--- config.mk ---
export PLATFORM = sky130hd
export DESIGN_NAME = sync7_serializer
export DESIGN_NICKNAME = d
export VERILOG_FILES = /design/src/rtl/sync7_serializer.sv
export SDC_FILE = /design/constraint.sdc
export NUM_CORES = 1
export LEC_CHECK = 0
export BUFFER_PORTS_ARGS = -buffer_cell sky130_fd_sc_hd__buf_2
export CORE_ASPECT_RATIO = 0.8
export CORE_UTILIZATION = 45
export CTS_BUF_LIST = sky130_fd_sc_hd__clkbuf_8
export DETAILED_ROUTE_END_ITERATION = 8
export PLACE_DENSITY = 0.74
export SLEW_MARGIN = 10
export SYNTH_ARGS = -nofsm -noshare
export SYNTH_HDL_FRONTEND = slang
export SYNTH_SLANG_ARGS = --single-unit
--- constraint.sdc ---
create_clock -name clk -period 1.87 [get_ports clk]
set_input_delay 0.561 -clock clk [delete_from_list [all_inputs] [get_ports clk]]
set_output_delay 0.561 -clock clk [all_outputs]
set_load 0.01 [all_outputs]
--- src/rtl/sync7_serializer.sv ---
// Serializes a 7-bit word into a framed single-wire stream:
// start bit, 7 data bits LSB first, optional even parity, stop bit.
module sync7_serializer #(
    parameter int unsigned CLKS_PER_BIT = 4,
    parameter bit          PARITY_EN    = 1'b1
) (
    input  logic       clk,
    input  logic       rst,
    input  logic       in_valid,
    input  logic [6:0] i,
    output logic       in_ready,
    output logic       sout,
    output logic       busy,
    output logic       done
);

    localparam int unsigned CNT_W    = 8;
    localparam int unsigned BIT_W    = 3;
    localparam logic [CNT_W-1:0] TC  = CNT_W'(CLKS_PER_BIT - 1);
    localparam logic [BIT_W-1:0] LAST_BIT = BIT_W'(6);

    typedef enum logic [2:0] {
        S_IDLE,
        S_START,
        S_DATA,
        S_PARITY,
        S_STOP
    } state_t;

    state_t           r_state;
    logic [CNT_W-1:0] r_cnt;
    logic [BIT_W-1:0] r_bit;
    logic [6:0]       r_shift;
    logic             r_par;
    logic             r_sout;
    logic             r_ready;
    logic             r_busy;
    logic             r_done;
    logic             w_tc;

    assign w_tc     = (r_cnt == TC);
    assign in_ready = r_ready;
    assign sout     = r_sout;
    assign busy     = r_busy;
    assign done     = r_done;

    // sout is loaded with the next bit's value on the same edge the state advances
    always_ff @(posedge clk) begin
        if (rst) begin
            r_state <= S_IDLE;
            r_cnt   <= '0;
            r_bit   <= '0;
            r_shift <= '0;
            r_par   <= 1'b0;
            r_sout  <= 1'b1;
            r_ready <= 1'b1;
            r_busy  <= 1'b0;
            r_done  <= 1'b0;
        end else begin
            r_done <= 1'b0;
            if (r_state == S_IDLE) begin
                if (in_valid && r_ready) begin
                    r_shift <= i;
                    r_par   <= ^i;
                    r_cnt   <= '0;
                    r_state <= S_START;
                    r_sout  <= 1'b0;
                    r_ready <= 1'b0;
                    r_busy  <= 1'b1;
                end
            end else if (!w_tc) begin
                r_cnt <= r_cnt + CNT_W'(1);
            end else begin
                r_cnt <= '0;
                case (r_state)
                    S_START: begin
                        r_state <= S_DATA;
                        r_bit   <= '0;
                        r_sout  <= r_shift[0];
                    end
                    S_DATA: begin
                        r_shift <= r_shift >> 1;
                        if (r_bit == LAST_BIT) begin
                            if (PARITY_EN) begin
                                r_state <= S_PARITY;
                                r_sout  <= r_par;
                            end else begin
                                r_state <= S_STOP;
                                r_sout  <= 1'b1;
                            end
                        end else begin
                            r_bit  <= r_bit + BIT_W'(1);
                            r_sout <= r_shift[1];
                        end
                    end
                    S_PARITY: begin
                        r_state <= S_STOP;
                        r_sout  <= 1'b1;
                    end
                    S_STOP: begin
                        r_state <= S_IDLE;
                        r_sout  <= 1'b1;
                        r_ready <= 1'b1;
                        r_busy  <= 1'b0;
                        r_done  <= 1'b1;
                    end
                    default: begin
                        r_state <= S_IDLE;
                        r_sout  <= 1'b1;
                        r_ready <= 1'b1;
                        r_busy  <= 1'b0;
                    end
                endcase
            end
        end
    end

endmodule
# Word level (Yosys, flattened, before mapping)
# Cells that the tools add are included.
[word_totals] ff_bits=26 input_bits=10 output_inout_bits=4 word_cells=64
[classes] add_sub_neg=2 eq_ne=10 muxes=27 bitwise=2 n_reduce_logical=14
[ops] op="two-way mux 7 bit" count=4
[ops] op="two-way mux 8 bit" count=3
[ops] op="two-way mux 3 bit" count=5
[ops] op="two-way mux 1 bit" count=12
[ops] op="case mux 3 bit (3 select lines)" count=1
[ops] op="AND reduction 3 bit" count=3
[ops] op="adder 8 x 1 -> 8 bit (second input constant)" count=1
[ops] op="== test 8 x 2 -> 1 bit (second input constant)" count=1
[ops] op="XOR reduction 7 bit" count=1
[ops] op="== test 3 x 2 -> 1 bit (second input constant)" count=2
[ops] op="== test 3 bit (second input constant)" count=2
[ops] op="case mux 3 bit (2 select lines)" count=1
[ops] op="nonzero test 2 bit" count=3
[ops] op="OR reduction 3 bit" count=2
[ops] op="inequality test 2 x 1 -> 1 bit (second input constant)" count=2
[ops] op="AND reduction 2 bit" count=2
[ops] op="AND reduction 4 bit" count=1
[ops] op="adder 3 x 1 -> 3 bit (second input constant)" count=1
[ops] op="== test 3 x 1 -> 1 bit (second input constant)" count=1
[ops] op="logical NOT 3 bit" count=1
[ops] op="inequality test 3 bit (second input constant)" count=1
[ops] op="inequality test 2 bit (second input constant)" count=1
[ops] op="NOT 1 bit" count=2
[ops] op="case mux 1 bit (2 select lines)" count=1
[ops] op="logical AND 1 bit" count=1

# Logic depth before layout (Yosys ltp)
[logic_depth] depth_word=5 depth_mapped=6 depth_no_buf=6

# Worst setup path after synthesis
# No wires, ideal clock.
[synth_timing] path_type="register to register" from="register r_cnt[0]" to="register r_state[2]" setup_time_ns=0.067 arrival_time_ns=1.553 required_time_ns=1.803 slack_ns=0.250 stages_incl_launch_ff=6 n_path_buf=0 period_less_slack_ns=1.620 cell_sequence="dfxtp_1 ha_1 nor4b_4 a21oi_4 or3_1 a21oi_2"
[synth_via] elab_chain_cells=3
[synth_lines] item="start, declared" line="31" text="logic [CNT_W-1:0] r_cnt;"
[synth_lines] item="start signal, assigned" line="72" text="r_cnt <= r_cnt + CNT_W'(1);"
[synth_lines] item="== test 8 x 2 -> 1 bit" line="41" text="assign w_tc = (r_cnt == TC);"
[synth_lines] item="nonzero test 2 bit (no source line)"
[synth_lines] item="AND reduction 3 bit (no source line)"
[synth_lines] item="end signal, assigned" line="50" text="r_state <= S_IDLE;"
[synth_lines] item="end signal, assigned" line="66" text="r_state <= S_START;"
[synth_lines] item="end signal, assigned" line="77" text="r_state <= S_DATA;"
[synth_lines] item="end, declared" line="30" text="state_t r_state;"
# No other way between the ends.
# A chain may end at the register's enable or synchronous reset.

# Worst setup path in the final report
[layout_timing] from="register r_state[1]" to="register r_shift[4]"
[layout_via] elab_chain_cells=3 word_cells_on_any_way=7 cone_classes="2 x eq/ne; 1 x mux; 4 x reduce/logical"
[layout_lines] item="== test 3 x 2 -> 1 bit or logical NOT 3 bit (tied branches)" line="75, 61"
[layout_lines] item="nonzero test 2 bit (no source line) or inequality test 2 x 1 -> 1 bit (tied branches)"
[layout_lines] item="AND reduction 3 bit (no source line)"
[layout_lines] item="end signal, assigned" line="63" text="r_shift <= i;"
[layout_lines] item="end signal, assigned" line="82" text="r_shift <= r_shift >> 1;"
[layout_lines] item="end, declared" line="33" text="logic [6:0] r_shift;"
# Several ways; a longest one is shown, not always the timed one.

==> out/results.ini <==
[outcome]
status=complete, no violations

[sta]
maxSlewViolCount=0
fin_hold_ws_ns=0.486
fin_setup_tns_ns=0
hold_viol_final=0
final.setup_skew_ns=0.00554
fin_crit_ns=1.76
fin_crit_sh_pct=94.3
max_freq_ghz=0.567
rsz0062_at_grt=no
maxSlewHeadroom_pct=75.3
worst_pin_slew_ns=0.369
setup_viol=0

[layout]
drive_gt1_share_pct=24.6
num-fill-cells=255
fin_util_pct=58.1
seq_area_um2=522
diodes=0
nets=193
syn_to_final_growth_pct=18.0
multi_input_area_um2=816
fin_cells=217

[yosys]
synthesis.area_um2=1410
yosys_warnings=0
muxShareOfSynthArea_pct=5.75
ys_ff_latch=26
synth.yosys.seq_area_share_pct=36.8
synth_edf_count=0
synthAdderAreaFrac_pct=2.65
synthXorXnorAreaFrac_pct=4.34
synth-simple-area-share_pct=22.7
syn-num-nets=168
synth-compound-area-share_pct=21.8
synth_flop_cell=dfxtp_1
postSynthCellCount=155
synthDistinctLibCells=48
syn_avg_cell_area_um2=9.12
ys_async_sr_fraction_pct=0
synth_top_family_by_area=simple AND/OR/NAND/NOR gates

[run]
cap_violations=0

[route]
vias=1256
drtIter0Drc=53
dr.pass1.iters=4
wl_per_cell_um=14.5
drcViolationCount=0
antenna_left=0
wirelength_mm=3.15
viasPerCell=5.79

[critical_path]
path_class=reg2reg
r2r-end=r_shift[4]
worst_setup_path_start_kind=flop
cp.required_ns=2.07
path_max_fanout=9
r2r_cells=4
worstPathArrival_ns=1.96
endpoint_kind=flop
r2r-start=r_state[1]
rrSetupSlack_ns=0.11

[placed_design]
port_buffers=13
place_congestion=0.778
dpl.hpwl_mm=2.32
dp.cells=208

[worst_hold_path]
hold_class=reg2reg
hold_start=r_shift[6]
holdPathEnd=r_shift[6]
holdPathStages=2

[global_route]
antenna_found_initial=0
grt_pass1_vias=1108
grt.total_usage_pct=20.2
grt_pass1_wl_mm=5.08
grt_overflow=0
grt_start_max_net_pins=17

[floorplanning]
die_y_um=52.1
die_area_um2=3370
core-area_um2=2870
io_pins=14
rows=17
start_util_pct=49.2
chipWidth_um=64.7

[pwr]
p_leak_nw=0.658
switching_share_pct=30.0
max-vdd-ir-drop_mv=0.567
internal_power_w=0.00114
pwr-share-seq_pct=40.2
pwr-share-comb_pct=30.4
p_per_area_nw_per_um2=978
p_switching_w=0.000489
clkPwrFrac_pct=29.4

[clocking]
cts_made_buffers=3
cts_buffer_depth=2
cts_tree=done
cts_max_level=1
cts_sinks=26
clock_latency_ns=0.28
root_buffer=clkbuf_8
clk_pin_slew_worst_paths_ns=0.10

synthesized netlist by cell type (2+ instances only):
master    number  area, um^2
a41oi_1        2        17.5
a21oi_1       10        50.1
nor2_1         9        33.8
o211ai_1       2        15.0
dfxtp_1       26         521
buf_4          2        15.0
nand2_1       12        45.0
buf_6          3        33.8
clkbuf_1       3        11.3
or3_1          2        12.5
a31oi_1        2        12.5
nor3_1         9        45.0
ha_1           3        37.5
mux2i_1        7        70.1
o311ai_1       2        17.5
xnor2_1        6        52.6
a211oi_1       7        52.6
buf_2          2        10.0
nand3_1        6        30.0
o21ai_0        6        30.0
nand3b_1       3        22.5
inv_1          3        11.3
a311oi_1       3        26.3
flip-flops by register name, summed over array words and instances (netlist names):
name / flops
busy: 1
done: 1
in_ready: 1
r_bit: 3
r_cnt: 8
r_par: 1
r_shift: 7
r_state: 3
sout: 1
power by group through the flow:
stage	Combinational [W]	Sequential, W	Clock [W]
finish	0.000495	0.000656	0.000480
global route	0.000535	0.000665	0.000507
global placement	0.000431	0.000667	0
floorplan	0.000349	0.000656	0
detailed placement	0.000443	0.000667	0
CTS	0.000447	0.000655	0.000490
critical path, cell delays in order, from the launching register on:
cell      delay (ns)
dfxtp_1         0.47
or3b_1          0.46
and3b_1         0.44
nor3_1          0.08
a211oi_1        0.23
through the flow:
stage               setup slack, ns  total power [W]  instance area [um^2]
floorplan                     0.250          0.00101                  1410
global placement              0.193          0.00110                  1550
detailed placement            0.136          0.00111                  1550
CTS                          0.0894          0.00159                  1620
global route               0.000285          0.00171                  1670
finish                        0.107          0.00163                  1670
cell type report:
| class | count | area share (%) |
|---|---|---|
| multi-input cells | 115 | 48.9 |
| flip-flops and latches | 26 | 31.3 |
| repair buffers | 31 | 12.0 |
| well taps | 38 | 2.85 |
| clock buffers | 3 | 2.48 |
| clock inverters | 1 | 1.80 |
| inverters | 3 | 0.675 |
worst max path at each step:
stage | from | endpoint | slack [ns]
after floorplan | r_cnt[0] | r_state[2] | 0.25
after global placement | r_state[1] | r_shift[4] | 0.19
after detailed placement | r_cnt[0] | r_bit[2] | 0.14
after CTS | r_cnt[0] | r_bit[2] | 0.09
after global routing | r_state[1] | r_shift[5] | 0.0003
final | r_state[1] | r_shift[4] | 0.11
layout by cell type (no fill, tap or decap), types with 6 or more instances in the layout:
cell and instances:
nor2_1 9, buf_2 13, xnor2_1 6, mux2i_1 7
nor3_1 9, a21oi_1 10, nand2_1 12, buf_4 18
o21ai_0 6, dfxtp_1 25, nand3_1 6, a211oi_1 7
layer usage:
metal | global-route usage (%) | share of wire (%)
met1 | 27.7 | 49
met2 | 31.2 | 46
met3 | 5.26 | 4.2
met4 | 5.56 | 0.83
met5 | 0 | 0
timing repair:
action | 4_1_cts | 5_1_grt
hold buffers | 0 | 0
gates resized for setup | 0 | 2
setup buffers | 0 | 5
setup endpoints to repair | 0 | 6
logic make-up after synthesis:
group / Yosys count
AND/OR/NAND/NOR: 54
AO/OA/AOI/OAI: 43
flip-flops: 26
buffers and inverters: 14
multiplexers: 8
XOR/XNOR: 7
adder cells (fa/ha/maj): 3
Note: power is estimated with default switching activity, not from simulation.
